`config.mk`:
```
export PLATFORM = sky130hd
export DESIGN_NAME = alu_sequencer
export DESIGN_NICKNAME = d
export VERILOG_FILES = /design/src/rtl/alu_pkg.sv /design/src/rtl/alu_regfile.sv /design/src/rtl/alu_sequencer.sv
export SDC_FILE = /design/constraint.sdc
export NUM_CORES = 1
export LEC_CHECK = 0
export ABC_AREA = 1
export BUFFER_PORTS_ARGS = -buffer_cell sky130_fd_sc_hd__buf_4
export CORE_ASPECT_RATIO = 0.8
export CORE_MARGIN = 8
export CORE_UTILIZATION = 55
export DETAILED_ROUTE_END_ITERATION = 7
export PLACE_DENSITY = 0.91
export SLEW_MARGIN = 30
export SYNTH_ARGS = -nofsm -noshare
export SYNTH_HDL_FRONTEND = slang
export SYNTH_SLANG_ARGS = --single-unit
```
`constraint.sdc`:
```
create_clock -name clk -period 4 [get_ports clk]
set_input_delay 0.2 -clock clk [delete_from_list [all_inputs] [get_ports clk]]
set_output_delay 0.2 -clock clk [all_outputs]
set_load 0.01 [all_outputs]
```
`src/rtl/alu_pkg.sv`:
```
`default_nettype none
// ============================================================================
// Module      : alu_pkg
// Description : Shared widths, opcodes, FSM states and command record for the
//               mini-ALU sequencer slice.
// Revision    : 1.0
// ============================================================================
package alu_pkg;

    localparam int DATA_W = 5;
    localparam int OP_W   = 3;
    localparam int RA_W   = 2;
    localparam int NREGS  = 4;

    localparam logic [OP_W-1:0] OP_ADD  = 3'd0;
    localparam logic [OP_W-1:0] OP_SUB  = 3'd1;
    localparam logic [OP_W-1:0] OP_NOTA = 3'd2;
    localparam logic [OP_W-1:0] OP_NOTB = 3'd3;
    localparam logic [OP_W-1:0] OP_AND  = 3'd4;
    localparam logic [OP_W-1:0] OP_OR   = 3'd5;
    localparam logic [OP_W-1:0] OP_XOR  = 3'd6;
    localparam logic [OP_W-1:0] OP_SHL  = 3'd7;

    typedef enum logic [1:0] {
        IDLE = 2'd0,
        EXEC = 2'd1,
        RESP = 2'd2
    } state_t;

    typedef struct packed {
        logic              ld;
        logic [OP_W-1:0]   op;
        logic [RA_W-1:0]   rd;
        logic [RA_W-1:0]   rs1;
        logic [RA_W-1:0]   rs2;
        logic [DATA_W-1:0] imm;
    } cmd_t;

    // Behaviour of the downstream ALU, for integration-level reference.
    function automatic logic [DATA_W-1:0] alu_eval(
        input logic [OP_W-1:0]   op,
        input logic [DATA_W-1:0] a,
        input logic [DATA_W-1:0] b
    );
        logic [DATA_W-1:0] r;
        r = '0;
        case (op)
            OP_ADD:  r = a + b;
            OP_SUB:  r = a - b;
            OP_NOTA: r = ~a;
            OP_NOTB: r = ~b;
            OP_AND:  r = a & b;
            OP_OR:   r = a | b;
            OP_XOR:  r = a ^ b;
            OP_SHL:  r = {b[DATA_W-2:0], 1'b0};
            default: r = '0;
        endcase
        return r;
    endfunction

endpackage
`default_nettype wire

```
`src/rtl/alu_regfile.sv`:
```
`default_nettype none
// ============================================================================
// Module      : alu_regfile
// Description : Small register file, two combinational read ports and one
//               synchronous write port, synchronously cleared.
// Revision    : 1.0
// ============================================================================
module alu_regfile
    import alu_pkg::*;
#(
    parameter int WIDTH = DATA_W,
    parameter int DEPTH = NREGS,
    parameter int AW    = $clog2(DEPTH)
) (
    input  logic             clk,
    input  logic             rst,
    input  logic             we,
    input  logic [AW-1:0]    waddr,
    input  logic [WIDTH-1:0] wdata,
    input  logic [AW-1:0]    raddr_a,
    output logic [WIDTH-1:0] rdata_a,
    input  logic [AW-1:0]    raddr_b,
    output logic [WIDTH-1:0] rdata_b
);

    logic [WIDTH-1:0] r_mem [DEPTH];

    always_ff @(posedge clk) begin
        if (rst) begin
            for (int i = 0; i < DEPTH; i++) begin
                r_mem[i] <= '0;
            end
        end else if (we) begin
            r_mem[waddr] <= wdata;
        end
    end

    assign rdata_a = r_mem[raddr_a];
    assign rdata_b = r_mem[raddr_b];

endmodule
`default_nettype wire

```
`src/rtl/alu_sequencer.sv`:
```
`default_nettype none
// ============================================================================
// Module      : alu_sequencer
// Description : One-command-at-a-time control stage driving an external 5-bit
//               ALU, with register-file write-back and a result handshake.
// Revision    : 1.0
// ============================================================================
module alu_sequencer
    import alu_pkg::*;
(
    input  logic              clk,
    input  logic              rst,
    input  logic              in_valid,
    output logic              in_ready,
    input  logic              in_ld,
    input  logic [OP_W-1:0]   in_op,
    input  logic [RA_W-1:0]   in_rd,
    input  logic [RA_W-1:0]   in_rs1,
    input  logic [RA_W-1:0]   in_rs2,
    input  logic [DATA_W-1:0] in_imm,
    output logic [DATA_W-1:0] alu_a,
    output logic [DATA_W-1:0] alu_b,
    output logic [OP_W-1:0]   alu_op,
    input  logic [DATA_W-1:0] alu_r,
    output logic              out_valid,
    input  logic              out_ready,
    output logic [DATA_W-1:0] out_data,
    output logic [RA_W-1:0]   out_rd,
    output logic [7:0]        op_count
);

    state_t            r_state;
    state_t            w_next;
    cmd_t              r_cmd;
    logic [DATA_W-1:0] r_out_data;
    logic [RA_W-1:0]   r_out_rd;
    logic [7:0]        r_op_count;
    logic [DATA_W-1:0] w_rs1_data;
    logic [DATA_W-1:0] w_rs2_data;
    logic [DATA_W-1:0] w_result;
    logic              w_exec;
    logic              w_accept;
    logic              w_done;

    always_ff @(posedge clk) begin
        if (rst) begin
            r_state <= IDLE;
        end else begin
            r_state <= w_next;
        end
    end

    always_comb begin
        w_next    = r_state;
        in_ready  = 1'b0;
        out_valid = 1'b0;
        w_exec    = 1'b0;
        alu_a     = '0;
        alu_b     = '0;
        alu_op    = '0;
        case (r_state)
            IDLE: begin
                in_ready = 1'b1;
                if (in_valid) begin
                    w_next = EXEC;
                end
            end
            EXEC: begin
                w_exec = 1'b1;
                alu_a  = w_rs1_data;
                alu_b  = w_rs2_data;
                alu_op = r_cmd.op;
                w_next = RESP;
            end
            RESP: begin
                out_valid = 1'b1;
                if (out_ready) begin
                    w_next = IDLE;
                end
            end
            default: w_next = IDLE;
        endcase
    end

    assign w_accept = in_valid && in_ready;
    assign w_done   = out_valid && out_ready;
    assign w_result = r_cmd.ld ? r_cmd.imm : alu_r;

    // Operands are read before the write lands, so rd may alias rs1/rs2.
    alu_regfile #(
        .WIDTH (DATA_W),
        .DEPTH (NREGS),
        .AW    (RA_W)
    ) u_regfile (
        .clk     (clk),
        .rst     (rst),
        .we      (w_exec && !rst),
        .waddr   (r_cmd.rd),
        .wdata   (w_result),
        .raddr_a (r_cmd.rs1),
        .rdata_a (w_rs1_data),
        .raddr_b (r_cmd.rs2),
        .rdata_b (w_rs2_data)
    );

    always_ff @(posedge clk) begin
        if (rst) begin
            r_cmd      <= '0;
            r_out_data <= '0;
            r_out_rd   <= '0;
            r_op_count <= '0;
        end else begin
            if (w_accept) begin
                r_cmd <= '{ld: in_ld, op: in_op, rd: in_rd, rs1: in_rs1,
                           rs2: in_rs2, imm: in_imm};
            end
            if (w_exec) begin
                r_out_data <= w_result;
                r_out_rd   <= r_cmd.rd;
            end
            if (w_done) begin
                r_op_count <= r_op_count + 8'd1;
            end
        end
    end

    assign out_data = r_out_data;
    assign out_rd   = r_out_rd;
    assign op_count = r_op_count;

endmodule
`default_nettype wire

```
Word-level counts from Yosys, hierarchy flattened
Memories as Yosys holds them, arrays and structs flattened. A register that Yosys moved wholly into a read port is not among the register bits. Cells that the tools add are included. W data, S select, Z words.

Register bits after elaboration: 32. Bits in writable memories: 20. Bits of input ports: 24. Output and inout bits: 30. Word-level logic and storage cells: 45. Memories kept: 1.

Memory list: u_regfile.r_mem (depth 4, bits a word 5, read ports 2, clocked after Yosys merged registers in 2, write ports 4, RTL line alu_regfile.sv:26) `logic [WIDTH-1:0] r_mem [DEPTH];`.

$add $sub $neg: 1. Eq/ne operators: 4. Muxes and demuxes: 22. Reductions and logical operators: 7.

Operators by type and width (count): $mux W5 (4); $mux W2 (7); $mux W1 (9); $add A8 B1 Y8 const B (1); $pmux W2 S3 (1); $reduce_or A5 Y1 (1); $ne A2 B2 Y1 const B (2); $logic_and A1 B1 Y1 (3); $mux W3 (1); $eq A2 B1 Y1 const B (1); $eq A2 B2 Y1 const B (1); $logic_not A2 Y1 (1); $reduce_and A2 Y1 (1); $logic_not A1 Y1 (1).

Longest topological paths before layout
Word-level depth: 8. Mapped depth: 6. Depth with buffers taken out: 6.

By module
From an unflattened synthesis, not the netlist that was laid out.

Cell total of the unflattened synthesis: 354. Area, all modules: 2565.0 µm².

Modules (own cells, without submodules): alu_sequencer (times used 1, cells each 199, area each 1398.8 µm², seq. area each 640.6 µm²); alu_regfile (times used 1, cells each 155, area each 1166.1 µm², seq. area each 600.6 µm²).

Worst setup path before layout
No wires, ideal clock.

Kind: reg-to-reg. Start point: reg r_state[1]. End point: mem u_regfile.r_mem[3][0] (netlist name), enable pin. Setup time: 0.376 ns. Arrival time: 1.000 ns. Data required time: 3.624 ns. Setup slack: 2.623 ns. Stages on the path, launching flop included: 4. Buffers on the path: 0. Period minus slack after synthesis: 1.377 ns. Path through: dfxtp_1 > inv_2 > nand2_2 > o31ai_1.

RTL lines: start, declared (RTL line alu_sequencer.sv:32) `state_t r_state;`; start signal, assigned (RTL line alu_sequencer.sv:49) `r_state <= w_next;`; end, declared (RTL line alu_regfile.sv:26).

==> impl_metrics.toml <==
[yosys]
syn-num-nets = 320
synth_ff_type = "dfxtp_1"
synthDominantCellAreaShare_pct = 29.3
synth_common_cells = "nor2_1, nand2_1, dfxtp_1"
synth_cell_types = 24
synthTopCellsByArea = "dfxtp_1, edfxtp_1, nor2_1"
synth_top_family_by_area = "simple AND/OR/NAND/NOR gates"
synth_most_common_cell = "nor2_1"
synth_edf_count = 20
avgSynthCellArea_sq_um = 8.33
synth_seq_cells = 56
synth_compound_area_share_pct = 16.3
netlist_area_sq_um = 2460
ys_seq_area_share_pct = 53.7
ys_warn_count = 0
synth_xor_area_share_pct = 0.712
synth_top_area_cell = "dfxtp_1"
synthSimpleGateAreaFrac_pct = 20.6
synth_mux_area_share_pct = 0
async_flop_share_pct = 0
synth-adder-area-share_pct = 0.509
synthCells = 295

[sta]
rsz0062_at_grt = "no"
hold_viol = 0
slew_violations = 0
fin_setup_tns_ns = 0
period_needed_ns = 1.82
fmax_ghz = 0.548
setup_slack_ns = 2.18
relSlewSlack_pct = 51.1
finClkSkew_ns = 0.0125
tightest_slew_ns = 0.728
period_share_pct = 45.6
setup_viol = 0

[critical_path]
rr_startpoint = "r_state[1]"
crit_chain = "o21ai_0 > a21oi_1 > buf_4"
critPathMaxFanout = 20
slowest_stage = "dfxtp_1"
cp_top_family = "flip-flops"
crit_required_ns = 3.80
path_class = "register to output port"
arrival_ns = 1.62
critPathBufInv = 1
r2r_cells = 3
max_stage_delay_ns = 0.73
r2r_end = "u_regfile.r_mem[3][2]"
r2r_setup_slack_ns = 2.19
crit_path_end_kind = "output port"
setup.worst_path.start_class = "register"

[cts]
numCtsBuffers = 5
cts_max_level = 2
holdBufCountCts = 0
cts_sinks = 56
root_buffer = "clkbuf_8"
cts_tree = "built"
cts_buffer_depth = 2
clk_pin_slew_worst_paths_ns = 0.10
post_cts_resized = 0
insertion_delay_ns = 0.32
cts_setup_buffers = 0

[job]
max_cap_violations = 0

[cells_and_area]
diodes = 0
drive_gt1_share_pct = 21.4
nets = 365
syn_to_final_growth_pct = 20.4
utilization_pct = 70.0

[floorplan]
rows = 21
fp.dieH_microns = 75.8
fp.dieW_microns = 90.8
start_util_pct = 58.1
ios = 54
fp.dieArea_sq_um = 6880
design.core.area_sq_um = 4230

[min_path]
whs_path_depth = 2
hold_path_end = "r_state[1]"
hold_path_class = "primary input to register"
hp-start = "out_ready"

[global_route]
antenna_found_initial = 0
grt_pass1_vias = 2043
grt_pass1_wl_microns = 9600
grt_usage_pct = 17.4
overflow = 0
grt_max_degree = 32

[power_and_ir_drop]
p_leak_uw = 0.00129
powerDensity_nw_per_um2 = 381
ir_worst_vdd_uv = 214

[placed_design]
port_buffers = 53
gp_congestion = 0.834
dp_slack_ns = 2.19
hpwl_microns = 4190

[detailed_routing]
drt_iter0_drc = 236
vias = 2096
wl_per_cell_microns = 14.5
dr.pass1.iters = 4
via_per_inst = 5.27
remaining_drc_errors = 0
routed_wl_microns = 5750
drtAntennaViolNets = 0

[run_status]
status = "complete, no violations"
[worst max path at each step]
stage,cells past startpoint,slack [ns],from,end
global placement,3,2.31,r_state[1],u_regfile.r_mem[3][1]
finish,3,2.18,register,alu_a[4]
CTS,3,2.18,r_state[1],u_regfile.r_mem[3][2]
floorplan,3,2.62,r_state[1],u_regfile.r_mem[3][0]
global route,3,2.06,register,alu_a[4]
detailed placement,3,2.19,r_state[1],u_regfile.r_mem[3][4]
[power by group]
| part | switching, uW | total, uW | internal (uW) |
|---|---|---|---|
| Combinational | 78.1 | 135 | 57.3 |
| Clock | 182 | 343 | 160 |
| Sequential | 30.2 | 650 | 620 |
| Total | 291 | 1130 | 838 |
[metrics by stage]
step / instance area [sq um] / hold slack [ns] / total power [uW] / instances
global placement: 2850 / 0.420 / 790 / 390
floorplan: 2460 / 0.300 / 744 / 295
global route: 2960 / 0.0890 / 1180 / 398
CTS: 2960 / 0.0998 / 1130 / 398
finish: 2960 / 0.106 / 1130 / 398
detailed placement: 2850 / 0.437 / 798 / 390
[cells in the final DEF (no fill, tap or decap)]
cell type	n
o21ai_0	28
o21ai_1	4
inv_1	31
o31ai_1	2
o211ai_1	10
nand2_1	43
clkbuf_8	5
inv_2	2
nor2_8	1
nand3_1	12
nand2_2	2
clkinv_2	1
clkinvlp_4	1
ha_1	1
xor2_1	2
nor2_1	48
buf_4	53
clkbuf_16	1
a21oi_1	30
nor2_4	1
nand3_4	1
nand3_2	3
clkinv_1	1
dfxtp_1	36
edfxtp_1	20
nor2_2	2
[layer usage]
metal | track usage [%] | wire length [microns]
met1 | 20.4 | 2580
met2 | 30.2 | 2770
met3 | 4.43 | 315
met4 | 6.99 | 91
met5 | 0 | 0
[state kept, by name (all words and copies together) (netlist names), named ones only]
signal	flops
op_count	8
u_regfile.r_mem	20
out_rd	2
r_cmd	15
out_data	5
r_state	2
[final cells by class]
cell class | instances | area, sq um
timing repair buffer | 53 | 398
multi-input combinational | 190 | 936
clock inverter | 2 | 12.5
clock buffer | 6 | 93.8
inverter | 34 | 128
fill | 322 | 1270
tap | 57 | 71.3
sequential | 56 | 1320
[logic make-up (layout without fill, tap and decap cells)]
kind of cell | count (synthesis) | in the layout
flip-flops | 56 | 56
AND/OR/NAND/NOR | 113 | 113
AO/OA/AOI/OAI | 74 | 74
XOR/XNOR | 2 | 2
adder cells (fa/ha/maj) | 1 | 1
buffers and inverters | 49 | 95
No activity file was read; power rests on OpenSTA's default activity.
